<file path="config.mk">
export PLATFORM = sky130hd
export DESIGN_NAME = apb_slave
export DESIGN_NICKNAME = d
export VERILOG_FILES = /design/src/rtl/apb_slave.sv
export SDC_FILE = /design/constraint.sdc
export NUM_CORES = 1
export LEC_CHECK = 0
export ABC_AREA = 0
export CAP_MARGIN = 15
export CORE_ASPECT_RATIO = 0.6
export CORE_MARGIN = 5
export CORE_UTILIZATION = 60
export CTS_CLUSTER_DIAMETER = 80
export DETAILED_ROUTE_END_ITERATION = 8
export GPL_ROUTABILITY_DRIVEN = 0
export PLACE_DENSITY = 0.89
export SYNTH_ARGS = -nofsm -noshare
export SYNTH_HDL_FRONTEND = slang
export SYNTH_SLANG_ARGS = --single-unit
export TNS_END_PERCENT = 20
</file>
<file path="constraint.sdc">
create_clock -name clk -period 28.2 [get_ports clk]
set_input_delay 5.64 -clock clk [delete_from_list [all_inputs] [get_ports clk]]
set_output_delay 5.64 -clock clk [all_outputs]
set_load 0.02 [all_outputs]
</file>
<file path="src/rtl/apb_slave.sv">
// APB register-file slave with programmable wait states.
// Byte-lane writes, address/alignment error reporting.
module apb_slave #(
  parameter int ADDR_WIDTH  = 32,
  parameter int DATA_WIDTH  = 32,
  parameter int DEPTH       = 16,
  parameter int WAIT_CYCLES = 1
) (
  input  logic                    clk,
  input  logic                    rst,
  input  logic                    sel,
  input  logic                    enable,
  input  logic                    write,
  input  logic [DATA_WIDTH/8-1:0] strobe,
  input  logic [ADDR_WIDTH-1:0]   addr,
  input  logic [DATA_WIDTH-1:0]   wdata,
  output logic [DATA_WIDTH-1:0]   rdata,
  output logic                    ready,
  output logic                    slverr
);

  localparam int STRB_SIZE = DATA_WIDTH / 8;
  localparam int LSB       = $clog2(STRB_SIZE);
  localparam int IDX_W     = (DEPTH > 1) ? $clog2(DEPTH) : 1;

  localparam logic [ADDR_WIDTH:0] LIMIT =
    (ADDR_WIDTH + 1)'(DEPTH * STRB_SIZE);
  localparam logic [ADDR_WIDTH-1:0] ALIGN_MASK =
    ADDR_WIDTH'(STRB_SIZE - 1);

  typedef enum logic [1:0] {
    S_IDLE,
    S_WAIT,
    S_RESP
  } state_t;

  state_t state;
  state_t state_nxt;

  logic [3:0]            cnt;
  logic [ADDR_WIDTH-1:0] cap_addr;
  logic                  cap_write;
  logic [STRB_SIZE-1:0]  cap_strobe;
  logic [DATA_WIDTH-1:0] cap_wdata;
  logic [DATA_WIDTH-1:0] mem [DEPTH];

  logic             err;
  logic [IDX_W-1:0] idx;
  logic             setup;
  logic             access;

  assign setup  = sel && !enable;
  assign access = sel && enable;

  // Decoding works only on the captured address.
  assign err = ({1'b0, cap_addr} >= LIMIT) ||
               ((cap_addr & ALIGN_MASK) != '0);
  assign idx = cap_addr[LSB +: IDX_W];

  always_ff @(posedge clk or posedge rst) begin
    if (rst) state <= S_IDLE;
    else     state <= state_nxt;
  end

  always_comb begin
    state_nxt = state;
    unique case (state)
      S_IDLE: if (setup) state_nxt = S_WAIT;
      S_WAIT: begin
        if (!sel)
          state_nxt = S_IDLE;
        else if (enable && cnt == 4'd0)
          state_nxt = S_RESP;
      end
      S_RESP:  state_nxt = S_IDLE;
      default: state_nxt = S_IDLE;
    endcase
  end

  always_comb begin
    ready  = 1'b0;
    slverr = 1'b0;
    rdata  = '0;
    if (state == S_RESP) begin
      ready  = 1'b1;
      slverr = err;
      if (!err && !cap_write)
        rdata = mem[idx];
    end
  end

  always_ff @(posedge clk or posedge rst) begin
    if (rst) begin
      cnt        <= '0;
      cap_addr   <= '0;
      cap_write  <= 1'b0;
      cap_strobe <= '0;
      cap_wdata  <= '0;
    end else begin
      if (state == S_IDLE && setup) begin
        cnt        <= 4'(WAIT_CYCLES);
        cap_addr   <= addr;
        cap_write  <= write;
        cap_strobe <= strobe;
        cap_wdata  <= wdata;
      end else if (state == S_WAIT && access && cnt != 4'd0) begin
        cnt <= cnt - 4'd1;
      end
    end
  end

  // Registers commit only on the edge that closes the response cycle.
  always_ff @(posedge clk or posedge rst) begin
    if (rst) begin
      for (int i = 0; i < DEPTH; i++)
        mem[i] <= '0;
    end else if (state == S_RESP && cap_write && !err) begin
      for (int b = 0; b < STRB_SIZE; b++)
        if (cap_strobe[b])
          mem[idx][b*8 +: 8] <= cap_wdata[b*8 +: 8];
    end
  end

endmodule

</file>
==> results of run 1 <==
[through the flow]
stage / cells / setup slack [ns] / power (µW)
2_1_floorplan: 1641 / 6.13 / 1050
3_3_place_gp: 2243 / 18.59 / 1100
3_5_place_dp: 2243 / 18.45 / 1110
4_1_cts: 2336 / 18.00 / 1870
5_1_grt: 2340 / 17.82 / 1920
6_report: 2340 / 18.01 / 1860
[power groups by stage]
stage / clock (µW) / combinational (µW) / sequential [µW]
finish: 761 / 163 / 933
global route: 806 / 176 / 941
CTS: 769 / 163 / 933
detailed placement: 0 / 162 / 949
global placement: 0 / 158 / 944
floorplan: 0 / 148 / 899
[cells by family (layout without fill, tap and decap cells)]
| group | count (synthesis) | in the layout |
|---|---|---|
| compound gates | 99 | 99 |
| xor+xnor | 3 | 3 |
| fa+ha+maj | 1 | 1 |
| buf+inv | 117 | 227 |
| flops | 587 | 587 |
| mux | 709 | 709 |
| simple gates | 125 | 125 |
[final timing paths]
kind                              from  endpoint
max reg2reg                cap_addr[3]  mem[411]
min in group asynchronous          rst  mem[195]
max                        cap_addr[3]  rdata[2]
max in group asynchronous          rst  mem[467]
min                           mem[445]  mem[445]
min reg2reg                   mem[445]  mem[445]
[worst register-to-register path: stages, from the launching register on]
cell,delay [ns]
dfrtp_4,0.85
buf_4,0.78
buf_4,0.77
nand2_1,0.27
nor3_1,1.01
and3_1,0.62
mux2_2,0.41
[layout make-up]
| type | instances | area share [%] |
|---|---|---|
| multi-input cells | 937 | 38.9 |
| clock buffers | 68 | 4.91 |
| clock inverters | 25 | 1.15 |
| inverters | 4 | 0.0741 |
| repair buffers | 130 | 4.24 |
| well taps | 589 | 2.42 |
| flip-flops and latches | 587 | 48.3 |
[placed cells by master, fill, tap and decap left out, types with 8 or more instances in the layout]
cell | synthesis | layout
a21oi_1 | 33 | 33
a22oi_1 | 64 | 64
and3_1 | 10 | 10
buf_4 | 0 | 19
clkbuf_16 | 0 | 52
clkbuf_8 | 0 | 13
clkdlybuf4s50_1 | 0 | 106
clkinv_2 | 0 | 12
dfrtp_1 | 587 | 585
mux2_2 | 461 | 461
mux2_4 | 120 | 120
mux4_2 | 128 | 128
nand3_1 | 8 | 8
nand3_2 | 18 | 18
nand3_4 | 30 | 30
nor2_1 | 15 | 14
[layer usage]
metal / vias up / track usage, %
li1: 6365 / -
met1: 8295 / 36.9
met2: 510 / 40.3
met3: 140 / 5.27
met4: 0 / 7.39
met5: - / 0
[state kept, by name, summed over array words and instances (netlist names)]
| name | cells |
|---|---|
| cap_strobe | 4 |
| cnt | 4 |
| state | 2 |
| cap_addr | 32 |
| mem | 512 |
| cap_write | 1 |
| cap_wdata | 32 |
==> flow_summary_export.csv, run 1 <==
group,metric,value,unit
run_status,outcome,"finished, final reports clean",
grt,grt_max_degree,133,
drt,drc_errors,0,
sta,fin_skew,0.0203,ns
clocking,cts_num_sinks,587,
clocking,cts_made_buffers,51,
setup_path,path_max_fanout,47,
setup_path,worstPathRequired,22.56,ns
layout,layout.nets,1785,
synth,synth_area_per_cell,16.5,µm²
die,io_pins,107,
min_path,worst_hold_path.num_cells,1,
synth,yosys.area_share.simple,4.50,%
layout,seq_area,14700,µm²
layout,drive_gt1_share,50.7,%
setup_path,startpoint_type,"flop",
drt,drt_iter0_drc,1284,
layout,fin_util,68.1,%
synth,ys_seq_area_share,54.4,%
setup_path,r2r_cells,6,
die,dieHeight,174,µm
layout,n_antenna_cell,0,
drt,top_layer,"met4",
drt,avgViaCountPerCell,6.54,
synth,synth_top_family_by_area,"multiplexers",
pwr,p_comb_share,8.8,%
clocking,cts_root_buf,"clkbuf_16",
synth,synthTopCellsByArea,"dfrtp_1 (54%), mux2_2 (19%), mux4_2 (11%), mux2_4 (6.7%), nand3_4 (1.9%)",
layout,fin_area,30400,µm²
die,core,44700,µm²
sta,finalSetupViolCount,0,
sta,finalCritPeriodShare,36.1,%
synth,ys_ff_latch,587,
grt,antenna_found_initial,0,
die,die_w,284,µm
clocking,clockBufferDepth,3,
pwr,p_clk_share,41.0,%
setup_path,cp.depth,6,
placed_design,place_area,28500,µm²
drt,wl_per_cell,26.9,µm
grt,grt_use_total,25.6,%
layout,fillerInstances,2758,
drt,met1_length,27500,µm
setup_path,crit_slowest_cell,"dfrtp_4",
drt,antenna_left,0,
pwr,power_density,61.1,nW/µm²
synth,syn_inst,1641,
layout,area_growth,12.5,%
clocking,cts-hold-fix-buffers,0,
clocking,ctsHtreeMaxLevel,2,
sta,hold_violations,0,
setup_path,path_buf_inv,3,
synth,async_reset_ff_share,100,%
sta,holdWs,0.502,ns
clocking,clk_pin_slew,0.06,ns
synth,yosysMostFrequentCell,"dfrtp_1",
synth,synth-compound-area-share,2.44,%
grt,grt_pass1_wl,100000,µm
pwr,p_leak,0.0144,µW
sta,rsz0062_at_grt,"false",
pwr,seqPwrFrac,50.2,%
sta,max_slew_margin,16.3,%
grt,first_global_vias,16800,
run,cap_viol_max_count,0,
drt,wl_met3,3980,µm
drt,first_pass_iters,5,
synth,netlist_area,27000,µm²
drt,drt_wl_total,62900,µm
clocking,cts_resized,0,
setup_path,slowest_delay,0.85,ns
grt,grt-ovfl-total,0,
setup_path,cp_common_cell,"buf_4",
layout,multi_input_area,11800,µm²
synth,synth-edff-count,0,
drt,dr_wl_met2,29500,µm
synth,synth_top_area_share,54.4,%
synth,ys_types,38,
setup_path,timing.critical_path.cells,"buf_4 > buf_4 > mux4_2 > a22oi_1 > a21oi_1 > clkdlybuf4s50_1",
clocking,postCtsSetupBuffers,0,
sta,worst_slew_pin_slew,1.25,ns
setup_path,endpoint_kind,"primary output",
synth,yosysTopAreaCell,"dfrtp_1",
setup_path,arrival,4.55,ns
synth,ys.flop_type,"dfrtp_1",
placed_design,hpwl,38500,µm
sta,finalCriticalPeriod,10.19,ns
sta,drv_slew,0,
clocking,cts_tree,"done",
pwr,p_int,1370,µW
synth,synthMuxAreaShare,36.6,%
pwr,vdd_drop_max,0.0526,mV
sta,max_freq,98.1,MHz
synth,synth_common_cells,"dfrtp_1 (587), mux2_2 (461), mux4_2 (128)",
drt,vias,15300,
synth,synth_nets,1715,
pwr,p_sw_share,26.2,%
sta,setup-tns-final,0,ns
min_path,min_path_type,"reg -> reg",
synth,synth-xor-area-share,0.0972,%
synth,synthAdderAreaFrac,0.0463,%
die,dieArea,49500,µm²
placed_design,portBuffers,106,
synth,yosysWarnings,0,
pwr,netSwitchingPower,486,µW
clocking,clock_latency,0.60,ns
setup_path,critical_path_class,"reg -> out",
setup_path,crit_family,"buffers and inverters",
setup_path,regToRegSetupSlack,23.36,ns
die,initial_utilization,60.5,%
die,rows,60,
(Power assumes the default switching activity.)
==> run 2, diff against run 1 <==
Clock period 28.2 ns to 9.8 ns, I/O delays scaled along.
==> run 2 against run 1 <==
First-iteration DRC count rose by 14%. Cell count about the same. Via count is 0.24% lower. Flip-flop and latch count unchanged. Design area fell by 0.40%. Core utilization down 0.27 points. Die area is the same. Total power grew to 2.8 times the previous value. Sequential power grew to 2.9 times the previous value. Clock-buffer cell count increased by 2. Clock power rose to 2.8 times the previous value. Largest cell class unchanged. Highest routed layer unchanged.
==> flow_summary_export.csv, run 2 (synthesis gave the netlist of run 1 again) <==
group,metric,value,unit
pwr,vdd_drop_max,0.120,mV
layout,mostFrequentLayoutCells,"dfrtp_1 (585), mux2_2 (461), mux4_2 (128), mux2_4 (120), clkdlybuf4s50_1 (106)",
die,rows,60,
placed_design,dp_slack,4.22,ns
drt,avgViaCountPerCell,6.53,
clocking,cts_tree,"done",
sta,finalSetupViolCount,0,
sta,worst_slew_pin_slew,1.27,ns
clocking,postCtsSetupBuffers,0,
layout,layout_commonest_cell,"dfrtp_1",
sta,max_slew_margin,15.0,%
sta,fin_skew,0.0324,ns
placed_design,numPlacedInstances,2242,
layout,fin_cells,2339,
grt,first_global_vias,16600,
setup_path,critical_path_class,"reg -> out",
placed_design,portBuffers,106,
setup_path,startpoint_type,"flop",
die,initial_utilization,60.5,%
pwr,p_sw_share,26.5,%
drt,drt_iter0_drc,1467,
layout,drive_gt1_share,50.3,%
setup_path,endpoint_kind,"primary output",
layout,area_growth,12.1,%
run,cap_viol_max_count,0,
clocking,ctsHtreeMaxLevel,2,
pwr,p_comb_share,8.6,%
sta,rsz0062_at_grt,"false",
run_status,outcome,"finished, final reports clean",
drt,antenna_left,0,
pwr,power_density,174,nW/µm²
setup_path,worstPathRequired,7.84,ns
drt,first_pass_iters,5,
clocking,cts_root_buf,"clkbuf_16",
layout,top_register,"mem",
drt,drt_wl_total,62900,µm
sta,drv_slew,0,
setup_path,path_max_fanout,73,
clocking,clockBufferDepth,3,
grt,grt_max_degree,170,
pwr,seqPwrFrac,51.3,%
layout,n_antenna_cell,0,
sta,finalCritPeriodShare,63.8,%
clocking,cts_made_buffers,52,
sta,holdWs,0.501,ns
grt,grt-ovfl-total,0,
die,io_pins,107,
pwr,netSwitchingPower,1400,µW
layout,layout.nets,1783,
min_path,min_path_type,"reg -> reg",
clocking,clk_pin_slew,0.07,ns
clocking,cts-hold-fix-buffers,0,
layout,largestRegisters,"mem: 512 flops, cap_addr: 32 flops, cap_wdata: 32 flops",
placed_design,hpwl,38800,µm
die,core,44700,µm²
grt,grt_use_total,25.5,%
pwr,p_leak,0.0143,µW
layout,largest_reg_flops,512,
die,dieHeight,174,µm
layout,fin_util,67.8,%
pwr,p_int,3880,µW
clocking,clock_latency,0.60,ns
drt,drc_errors,0,
drt,wl_per_cell,26.9,µm
clocking,cts_num_sinks,587,
sta,hold_violations,0,
setup_path,arrival,4.29,ns
die,dieArea,49500,µm²
grt,antenna_found_initial,0,
drt,vias,15300,
pwr,p_clk_share,40.1,%
sta,finalCriticalPeriod,6.25,ns
sta,fin_ws,3.55,ns
sta,max_freq,160,MHz
sta,setup-tns-final,0,ns
clocking,cts_resized,0,
grt,grt_pass1_wl,99400,µm
die,die_w,284,µm
run 2: power groups by stage:
stage          Clock [µW]  Combinational [µW]  Sequential (µW)
2_1_floorplan           0                 427             2590
3_3_place_gp            0                 438             2730
3_5_place_dp            0                 449             2750
4_1_cts              2140                 453             2710
5_1_grt              2240                 485             2730
6_report             2110                 453             2710
run 2: critical path: stages (launching register included):
cell             delay (ns)
dfrtp_4                1.16
buf_4                  0.93
mux4_2                 0.61
a22oi_1                0.23
a21oi_1                0.11
clkdlybuf4s50_1        0.57
run 2: cell type report:
class	count	area [µm²]
Clock buffer	70	1470
Clock inverter	25	284
Fill cell	2803	14400
Inverter	4	18.8
Multi-Input combinational cell	937	11800
Sequential cell	587	14700
Tap cell	589	737
Timing Repair Buffer	127	1260
run 2: per-layer routing:
layer	track usage, %	up-vias	share of wire, %
met5	0	-	0
met4	6.29	0	2.2
met3	5.28	106	7.0
met2	40.5	537	48
met1	36.9	8257	43
li1	-	6374	-
run 2: worst paths after layout:
path / cells past startpoint / slack (ns) / startpoint / to
hold reg to reg: 1 / 0.50 / mem[395] / mem[395]
hold / removal: 1 / 0.50 / mem[395] / mem[395]
setup reg to reg: 4 / 6.08 / cap_addr[3] / mem[446]
min in group asynchronous: 3 / 2.00 / rst / mem[161]
max in group asynchronous: 4 / 6.11 / rst / mem[149]
setup / recovery: 5 / 3.55 / cap_addr[3] / rdata[9]
run 2: through the flow:
stage	power, µW	instance area, µm²
3_5_place_dp	3200	28500
2_1_floorplan	3010	27000
3_3_place_gp	3170	28500
4_1_cts	5300	30300
5_1_grt	5450	30300
6_report	5270	30300
==> run 3, diff against run 2 <==
Settings changed: CORE_UTILIZATION 60 to 55, PLACE_DENSITY 0.89 to 0.86.
Clock period 9.8 ns to 5.12 ns, I/O delays scaled along.
==> run 3 against run 2 <==
Flip-flop and latch count is the same. Design area up 1.3%. Routed wire length rose by 0.86%. Cell count up 3.2%. Via count decreased by 0.31%. Register-to-register slack worse by 4.6 ns. Combinational power increased by 110%. Critical endpoint is now rdata[3]. Worst hold slack gained 0.00088 ns. Core utilization is 4.1 points lower. Clock power grew 100%. Sequential share of layout area decreased by 0.62 points. Largest cell class unchanged. Critical path depth did not move.
==> flow_summary_export.csv, run 3 (synthesis gave the netlist of run 1 again) <==
group,metric,value,unit
layout,layout_commonest_cell,"dfrtp_1",
sta,fin_skew,0.0182,ns
sta,setup-tns-final,0,ns
die,dieArea,53800,µm²
placed_design,hpwl,40000,µm
layout,largestRegisters,"mem: 512 flops, cap_addr: 32 flops, cap_wdata: 32 flops",
pwr,p_leak,0.0145,µW
sta,rsz0062_at_grt,"false",
die,dieHeight,182,µm
drt,vias,15200,
setup_path,startpoint_type,"flop",
die,initial_utilization,56.1,%
layout,largest_reg_flops,512,
drt,drt_wl_total,63500,µm
grt,grt-ovfl-total,0,
clocking,cts-hold-fix-buffers,0,
clocking,cts_resized,0,
drt,drt_iter0_drc,1097,
setup_path,crit_slowest_cell,"dfrtp_4",
layout,drive_gt1_share,50.8,%
clocking,cts_root_buf,"clkbuf_16",
clocking,cts_made_buffers,53,
clocking,postCtsSetupBuffers,0,
die,rows,62,
drt,wl_per_cell,26.3,µm
sta,finalSetupViolCount,0,
run,cap_viol_max_count,0,
die,core,48200,µm²
clocking,cts_tree,"done",
sta,drv_slew,0,
grt,antenna_found_initial,0,
placed_design,numPlacedInstances,2316,
sta,hold_violations,0,
die,die_w,296,µm
layout,mostFrequentLayoutCells,"dfrtp_1 (585), mux2_2 (461), mux4_2 (128), mux2_4 (120), clkdlybuf4s50_1 (106)",
setup_path,endpoint_kind,"primary output",
clocking,clockBufferDepth,3,
drt,drc_errors,0,
setup_path,slowest_delay,1.08,ns
layout,fillerInstances,3210,
layout,top_register,"mem",
clocking,cts_num_sinks,587,
placed_design,portBuffers,106,
layout,fin_util,63.7,%
setup_path,path_max_fanout,44,
sta,max_freq,218,MHz
sta,finalCritPeriodShare,89.6,%
drt,first_pass_iters,5,
pwr,vdd_drop_max,0.305,mV
clocking,clk_pin_slew,0.06,ns
min_path,min_path_type,"reg -> reg",
sta,max_slew_margin,20.0,%
drt,antenna_left,0,
clocking,ctsHtreeMaxLevel,2,
grt,grt_pass1_wl,101000,µm
run_status,outcome,"finished, final reports clean",
grt,grt_max_degree,149,
setup_path,critical_path_class,"reg -> out",
die,io_pins,107,
layout,area_growth,13.5,%
clocking,clock_latency,0.59,ns
sta,worst_slew_pin_slew,1.20,ns
setup_path,worstPathRequired,4.10,ns
layout,n_antenna_cell,0,
setup_path,arrival,3.56,ns
setup_path,timing.critical_path.cells,"buf_4 > mux4_2 > a22oi_1 > a21oi_1 > clkdlybuf4s50_1",
drt,avgViaCountPerCell,6.30,
grt,grt_use_total,24.0,%
sta,finalCriticalPeriod,4.59,ns
layout,fin_cells,2415,
layout,layout.nets,1806,
grt,first_global_vias,16700,
pwr,power_density,336,nW/µm²
run 3: changes by cell type in the layout (fill, tap and decap cells not counted), moves of 2 or more:
cell       before  now
buf_4          17   34
clkinv_2       13    6
buf_12          2    8
clkbuf_1        8   12
clkinv_4        1    4
clkbuf_16      52   54
clkbuf_8       10   12
inv_6           2    0
run 3: worst max-delay path, delay by kind of cell, from the launching register on:
family | cells | cell delay (ns)
flip-flops | 1 | 1.08
buffers and inverters | 2 | 1.02
AO/OA/AOI/OAI | 2 | 0.32
multiplexers | 1 | 0.55
run 3: final timing paths:
check	startpoint	end	slack [ns]	cells past startpoint
worst max-delay path	cap_addr[2]	rdata[3]	0.53	5
worst min register to register	mem[253]	mem[253]	0.50	1
min in group asynchronous	rst	mem[160]	0.95	2
max in group asynchronous	rst	mem[476]	2.93	3
worst max register to register	cap_addr[2]	mem[476]	1.51	5
worst min-delay path	mem[253]	mem[253]	0.50	1
run 3: through the flow:
step | hold slack [ns] | total power [µW] | area, µm² | setup WS, ns
3_3_place_gp | 0.482 | 6130 | 28800 | 1.08
5_1_grt | 0.510 | 10700 | 30700 | 0.296
4_1_cts | 0.503 | 10400 | 30700 | 0.436
3_5_place_dp | 0.489 | 6180 | 28800 | 1.08
2_1_floorplan | 0.472 | 5770 | 27000 | -3.91
6_report | 0.502 | 10300 | 30700 | 0.533
run 3: power by group:
part           leakage, µW  internal, µW  switching, µW
combinational      0.00551           429            515
sequential         0.00804          4760            400
clock             0.000908          2430           1790
total               0.0145          7620           2700
run 3: final cells by class:
class                      count  area (µm²)  share of cell area (%)
clock buffer                  78        1560                    5.09
timing repair buffer         149        1480                    4.83
tap                          640         801                    2.61
clock inverter                20         297                   0.967
multi-input combinational    937       11800                    38.5
inverter                       4        18.8                  0.0612
sequential                   587       14700                    47.9
run 3: metal layers:
metal	up-vias	share of wire [%]	track usage (%)
met2	536	47	37.5
li1	6397	-	-
met4	0	2.4	5.76
met5	-	0	0
met1	8178	44	34.9
met3	115	6.9	5.08
